[config.mk]
export PLATFORM = sky130hd
export DESIGN_NAME = fusion_accumulator
export DESIGN_NICKNAME = d
export VERILOG_FILES = /design/src/rtl/fusion_pkg.sv /design/src/rtl/fusion_acc_lane.sv /design/src/rtl/fusion_accumulator.sv
export SDC_FILE = /design/constraint.sdc
export NUM_CORES = 1
export LEC_CHECK = 0
export BUFFER_PORTS_ARGS = -buffer_cell sky130_fd_sc_hd__buf_2
export CAP_MARGIN = 20
export CORE_MARGIN = 4
export CORE_UTILIZATION = 30
export DETAILED_ROUTE_END_ITERATION = 10
export PLACE_DENSITY = 0.53
export SLEW_MARGIN = 5
export SYNTH_ARGS = -nofsm -noshare
export SYNTH_HDL_FRONTEND = slang
export SYNTH_HIERARCHICAL = 1
export SYNTH_SLANG_ARGS = --single-unit
[constraint.sdc]
create_clock -name clk -period 9.1 [get_ports clk]
set_input_delay 0.455 -clock clk [delete_from_list [all_inputs] [get_ports clk]]
set_output_delay 0.455 -clock clk [all_outputs]
set_load 0.01 [all_outputs]
[src/rtl/fusion_pkg.sv]
// ============================================================================
// fusion_pkg
// Shared types and lane-count decode for the fusion accumulator.
// Revision: 1.0
// ============================================================================
`default_nettype none

package fusion_pkg;

    typedef enum logic [1:0] {
        PREC_2 = 2'b00,
        PREC_4 = 2'b01,
        PREC_8 = 2'b10
    } prec_e;

    typedef enum logic [1:0] {
        IDLE  = 2'd0,
        ACCUM = 2'd1,
        DRAIN = 2'd2
    } acc_state_e;

    localparam logic [1:0] c_prec_illegal = 2'b11;

    // Returns 0 for an illegal code so callers can use it as the legality test.
    function automatic logic [2:0] lanes_f(input logic [1:0] cfga, input logic [1:0] cfgb);
        if (cfga == c_prec_illegal || cfgb == c_prec_illegal)
            return 3'd0;
        if (cfga == PREC_8 && cfgb == PREC_8)
            return 3'd1;
        if ((cfga == PREC_8 && cfgb == PREC_4) || (cfga == PREC_4 && cfgb == PREC_8))
            return 3'd2;
        return 3'd4;
    endfunction

endpackage

`default_nettype wire

[src/rtl/fusion_acc_lane.sv]
// ============================================================================
// fusion_acc_lane
// One ACC_W-bit saturating accumulator with synchronous clear and sticky sat.
// Revision: 1.0
// ============================================================================
`default_nettype none

module fusion_acc_lane #(
    parameter int ACC_W = 32
) (
    input  logic             clk,
    input  logic             reset,
    input  logic             clr,
    input  logic             en,
    input  logic             sgn,
    input  logic [ACC_W-1:0] addend,
    output logic [ACC_W-1:0] acc,
    output logic             sat
);

    localparam logic [ACC_W-1:0] c_smax = {1'b0, {(ACC_W-1){1'b1}}};
    localparam logic [ACC_W-1:0] c_smin = {1'b1, {(ACC_W-1){1'b0}}};
    localparam logic [ACC_W-1:0] c_umax = {ACC_W{1'b1}};

    logic [ACC_W-1:0] acc_q, acc_d;
    logic             sat_q, sat_d;
    logic [ACC_W:0]   w_sum;
    logic             w_clip;
    logic [ACC_W-1:0] w_limit;

    always_comb begin
        if (sgn) begin
            w_sum   = {acc_q[ACC_W-1], acc_q} + {addend[ACC_W-1], addend};
            // Signed overflow shows as disagreement between the guard and MSB.
            w_clip  = w_sum[ACC_W] ^ w_sum[ACC_W-1];
            w_limit = w_sum[ACC_W] ? c_smin : c_smax;
        end else begin
            w_sum   = {1'b0, acc_q} + {1'b0, addend};
            w_clip  = w_sum[ACC_W];
            w_limit = c_umax;
        end
    end

    always_comb begin
        acc_d = acc_q;
        sat_d = sat_q;
        if (clr) begin
            acc_d = '0;
            sat_d = 1'b0;
        end else if (en) begin
            acc_d = w_clip ? w_limit : w_sum[ACC_W-1:0];
            sat_d = sat_q | w_clip;
        end
    end

    always_ff @(posedge clk or posedge reset) begin
        if (reset) begin
            acc_q <= '0;
            sat_q <= 1'b0;
        end else begin
            acc_q <= acc_d;
            sat_q <= sat_d;
        end
    end

    assign acc = acc_q;
    assign sat = sat_q;

endmodule

`default_nettype wire

[src/rtl/fusion_accumulator.sv]
// ============================================================================
// fusion_accumulator
// Accumulates 1/2/4 lanes of packed fusion-unit products over COUNT beats.
// Revision: 1.0
// ============================================================================
`default_nettype none

module fusion_accumulator
    import fusion_pkg::*;
#(
    parameter int ACC_W = 32,
    parameter int CNT_W = 16
) (
    input  logic               clk,
    input  logic               reset,
    input  logic               start,
    input  logic [1:0]         cfga,
    input  logic [1:0]         cfgb,
    input  logic               sgn,
    input  logic [CNT_W-1:0]   count,
    input  logic               in_valid,
    output logic               in_ready,
    input  logic [63:0]        in_data,
    output logic               out_valid,
    input  logic               out_ready,
    output logic [4*ACC_W-1:0] out_data,
    output logic [2:0]         out_lanes,
    output logic               sat,
    output logic               busy,
    output logic               err_cfg
);

    acc_state_e       state_q, state_d;
    logic [2:0]       lanes_q, lanes_d;
    logic             sgn_q, sgn_d;
    logic [CNT_W-1:0] rem_q, rem_d;
    logic             err_cfg_q, err_cfg_d;

    logic [2:0]       w_start_lanes;
    logic             w_start_ok;
    logic             w_beat;
    logic [3:0]       w_lane_en;
    logic [3:0]       w_lane_sat;
    logic [ACC_W-1:0] w_addend   [4];
    logic [ACC_W-1:0] w_lane_acc [4];

    // Extends (or truncates) the low fw bits of v to ACC_W bits.
    function automatic logic [ACC_W-1:0] ext_f(input logic [63:0] v, input int fw, input logic s);
        logic [ACC_W-1:0] r;
        logic             fill;
        fill = s & v[6'(fw-1)];
        for (int b = 0; b < ACC_W; b++)
            r[b] = (b < fw) ? v[6'(b)] : fill;
        return r;
    endfunction

    assign w_start_lanes = lanes_f(cfga, cfgb);
    assign w_start_ok    = (state_q == IDLE) && start && (w_start_lanes != 3'd0);
    assign w_beat        = in_valid && in_ready;

    always_ff @(posedge clk or posedge reset) begin
        if (reset) state_q <= IDLE;
        else       state_q <= state_d;
    end

    always_comb begin
        state_d = state_q;
        case (state_q)
            IDLE:    if (w_start_ok) state_d = (count == '0) ? DRAIN : ACCUM;
            ACCUM:   if (w_beat && rem_q == CNT_W'(1)) state_d = DRAIN;
            DRAIN:   if (out_ready) state_d = IDLE;
            default: state_d = IDLE;
        endcase
    end

    always_comb begin
        in_ready  = (state_q == ACCUM);
        out_valid = (state_q == DRAIN);
        busy      = (state_q != IDLE);
    end

    always_comb begin
        lanes_d   = lanes_q;
        sgn_d     = sgn_q;
        rem_d     = rem_q;
        err_cfg_d = (state_q == IDLE) && start && (w_start_lanes == 3'd0);
        if (w_start_ok) begin
            lanes_d = w_start_lanes;
            sgn_d   = sgn;
            rem_d   = count;
        end else if (w_beat) begin
            rem_d = rem_q - CNT_W'(1);
        end
    end

    always_ff @(posedge clk or posedge reset) begin
        if (reset) begin
            lanes_q   <= 3'd0;
            sgn_q     <= 1'b0;
            rem_q     <= '0;
            err_cfg_q <= 1'b0;
        end else begin
            lanes_q   <= lanes_d;
            sgn_q     <= sgn_d;
            rem_q     <= rem_d;
            err_cfg_q <= err_cfg_d;
        end
    end

    always_comb begin
        for (int i = 0; i < 4; i++) w_addend[i] = '0;
        case (lanes_q)
            3'd1: w_addend[0] = ext_f(in_data, 64, sgn_q);
            3'd2: for (int i = 0; i < 2; i++)
                      w_addend[i] = ext_f({32'b0, in_data[32*i +: 32]}, 32, sgn_q);
            3'd4: for (int i = 0; i < 4; i++)
                      w_addend[i] = ext_f({48'b0, in_data[16*i +: 16]}, 16, sgn_q);
            default: ;
        endcase
    end

    always_comb begin
        case (lanes_q)
            3'd1:    w_lane_en = 4'b0001;
            3'd2:    w_lane_en = 4'b0011;
            3'd4:    w_lane_en = 4'b1111;
            default: w_lane_en = 4'b0000;
        endcase
        w_lane_en = w_lane_en & {4{w_beat}};
    end

    generate
        for (genvar i = 0; i < 4; i++) begin : g_lane
            fusion_acc_lane #(.ACC_W(ACC_W)) u_lane (
                .clk    (clk),
                .reset  (reset),
                .clr    (w_start_ok),
                .en     (w_lane_en[i]),
                .sgn    (sgn_q),
                .addend (w_addend[i]),
                .acc    (w_lane_acc[i]),
                .sat    (w_lane_sat[i])
            );
            assign out_data[i*ACC_W +: ACC_W] = w_lane_acc[i];
        end
    endgenerate

    assign out_lanes = lanes_q;
    assign sat       = |w_lane_sat;
    assign err_cfg   = err_cfg_q;

endmodule

`default_nettype wire

==> results.sh <==
export IMPL_drtPass1Iterations=5
export IMPL_cts_sinks=155
export IMPL_critPathMaxFanout=19
export IMPL_hp_class="in -> reg"
export IMPL_cts_buffers=17
export IMPL_synthesis_nets=2127
export IMPL_max_slew_worst_pin_slew_ns=1.076
export IMPL_tns_ns=0
export IMPL_cts_root_buf="clkbuf_16"
export IMPL_synthesis_area_sq_um=15640
export IMPL_track_usage=0.1782
export IMPL_min_period_ns=5.162
export IMPL_grt_overflow=0
export IMPL_totalWireLength_mm=50.54
export IMPL_power_per_cell_area_nw_per_um2=228.5
export IMPL_cts_tree="yes"
export IMPL_synth_top_flop_cell="dfrtp_1"
export IMPL_cp_slowest_cell="or2_0"
export IMPL_power_mw=4.081
export IMPL_worstHoldStart="sgn"
export IMPL_hold_viol=0
export IMPL_end_kind="flop"
export IMPL_die_h_microns=236.3
export IMPL_layout_commonest_cell="nand2_1"
export IMPL_ys_async_sr_fraction=1.000
export IMPL_grt_pass1_vias=14471
export IMPL_max_stage_delay_ns=0.83
export IMPL_final_cells=2768
export IMPL_clock_latency_ns=0.49
export IMPL_synth_warnings=6
export IMPL_setup_violations_final=0
export IMPL_syn_inst=1903
export IMPL_path_clk_slew_ns=0.06
export IMPL_fin_skew_ns=0.01271
export IMPL_dr_first_iter_drc_count=613
export IMPL_finalNetCount=2295
export IMPL_ant_nets=0
export IMPL_grt_max_degree=56
export IMPL_cts_path_max_buffers=2
export IMPL_startpoint_type="flop"
export IMPL_viasPerCell=5.242
export IMPL_dieWidth_microns=236.3
export IMPL_post_place_ws_ns=3.858
export IMPL_synth_cell_types=110
export IMPL_drc=0
export IMPL_start_util=0.3036
export IMPL_hold_worst_slack_ns=0.1838
export IMPL_final_cell_mix="246 x nand2_1, 225 x buf_2, 157 x nor2_1, 155 x dfrtp_1, 142 x a21oi_1"
export IMPL_boundaryPins=226
export IMPL_setup_slack_ns=3.938
export IMPL_wl_per_cell_microns=18.26
export IMPL_crit_required_ns=9.46
export IMPL_fp_coreArea_sq_um=51510
export IMPL_placementRows=83
export IMPL_crit_arrival_ns=5.53
export IMPL_synth_seq_cells=155
export IMPL_synth_edf_count=0
export IMPL_antenna_found_initial=10
export IMPL_p_leak_nw=8.656
export IMPL_cts_resized=0
export IMPL_cp_cell_sequence="xnor2_1 -> nor2_2 -> or2_0 -> and2_1 -> ha_1 -> nor2b_1 -> o31a_1 -> nor4_2 -> o31a_4 -> o21ba_4 -> o21ai_2 -> o41ai_4 -> buf_4 -> o2bb2a_1 -> o21ai_0"
export IMPL_worstHoldPathCells=3
export IMPL_drive_gt1_frac=0.2253
export IMPL_die_area_sq_um=55850
export IMPL_status="completed"
export IMPL_crit_start="out_lanes[0]"
export IMPL_period_share=0.5673
export IMPL_rr_worst_depth=15
export IMPL_synth_avg_cell_area_sq_um=8.219
export IMPL_relSlewSlack=0.2825
export IMPL_syn_to_final_growth_pct=14.18
export IMPL_dpl_cell_count=2730
export IMPL_slew_violations=0
export IMPL_vias=14511
export IMPL_h_tree_depth=4
export IMPL_nFillCells=5468
export IMPL_dp_hpwl_mm=39.59
export IMPL_seq_area_frac_synth=0.2480
export IMPL_place_gp_congestion=0.8952
export IMPL_irDropWorstVdd_mv=0.1429
export IMPL_port_buffers=225
export IMPL_crit_type="reg -> reg"
export IMPL_grt_pass1_wl_mm=80.40
export IMPL_rsz0062_at_grt="no"
export IMPL_r2r_start="out_lanes[0]"
export IMPL_max_cap_violations=0
export IMPL_max_freq_ghz=0.1937
-- routing by layer --
| metal | global-route usage | share of wire | up-vias | wire [microns] |
|---|---|---|---|---|
| li1 | - | - | 7244 | - |
| met1 | 0.2290 | 0.45 | 6877 | 22900 |
| met3 | 0.04478 | 0.059 | 63 | 2982 |
| met4 | 0.05803 | 0.024 | 8 | 1224 |
| met5 | 0 | 0.00091 | - | 46 |
| met2 | 0.2934 | 0.46 | 319 | 23390 |
-- worst max-delay path: cells and delay by family, from the launching register on --
family / cells / cell delay (ns)
AND/OR/NAND/NOR: 5 / 2.03
AO/OA/AOI/OAI: 7 / 1.71
flip-flops: 1 / 0.48
buffers and inverters: 1 / 0.35
adder cells (fa/ha/maj): 1 / 0.28
XOR/XNOR: 1 / 0.18
-- repair_timing --
action / CTS / global route
hold endpoints to repair: 4 / 0
hold buffers: 1 / 0
setup buffers: 0 / 0
-- cell families (layout without fill, tap and decap cells) --
group                      count (synthesis)  after routing  share of synthesized area
DFF                                      155            155                     0.2480
AOI/OAI and AO/OA                        661            661                     0.3089
xor gates and xnor gates                 103            103                    0.06128
buffers and inverters                    166            345                    0.05496
muxes                                      6              6                   0.004080
other                                      0              6                          0
and+or+nand+nor                          678            678                     0.2137
adders and majority gates                134            134                     0.1091
-- synthesized netlist by cell type (27+ instances only) --
library cell / instances / area share
a21o_1: 80 / 0.038
a21oi_1: 142 / 0.045
and2_1: 58 / 0.023
clkbuf_1: 33 / 0.0079
dfrtp_1: 155 / 0.25
ha_1: 130 / 0.10
inv_1: 73 / 0.018
nand2_1: 246 / 0.059
nand3_1: 33 / 0.011
nor2_1: 161 / 0.039
nor2_2: 27 / 0.011
o211ai_1: 29 / 0.014
o21ai_0: 101 / 0.032
o21ai_2: 88 / 0.049
xnor2_1: 76 / 0.043
-- where the power goes --
part / internal, mW / total, mW / leakage, nW / switching (mW)
logic: 0.838 / 2.14 / 6.26 / 1.30
registers: 0.909 / 1.15 / 2.09 / 0.238
clock network: 0.482 / 0.798 / 0.312 / 0.315
total: 2.23 / 4.08 / 8.66 / 1.85
-- worst paths after layout --
path | slack, ns | to
max in group asynchronous | 7.95 | g_lane[2].u_lane/acc[30]
worst max register to register | 3.94 | g_lane[0].u_lane/acc[30]
min in group asynchronous | 0.47 | g_lane[3].u_lane/sat
worst max-delay path | 3.94 | g_lane[0].u_lane/acc[30]
worst min-delay path | 0.18 | sgn_q
worst min register to register | 0.49 | g_lane[2].u_lane/sat
-- metrics by stage --
step / instance area [sq um] / util
floorplan: 15640 / -
detailed placement: 17180 / 0.3335
CTS: 17810 / 0.3459
finish: 17860 / 0.3467
global route: 17850 / 0.3466
global placement: 17180 / 0.3335
-- state kept, by name, summed over array words and instances (netlist names) --
signal,flops
err_cfg,1
g_lane.u_lane/acc,128
g_lane.u_lane/sat,4
out_lanes,3
rem_q,16
sgn_q,1
state_q,2
-- cell type report --
type	count	area [sq um]	share of cell area
clock buffer	22	484.2	0.02712
tap	680	850.8	0.04765
clock inverter	8	140.1	0.007848
inverter	74	277.8	0.01555
antenna	6	15.01	0.0008408
multi-input combinational	1582	10940	0.6127
sequential	155	3879	0.2172
timing repair buffer	241	1269	0.07105
(Power assumes the default switching activity.)
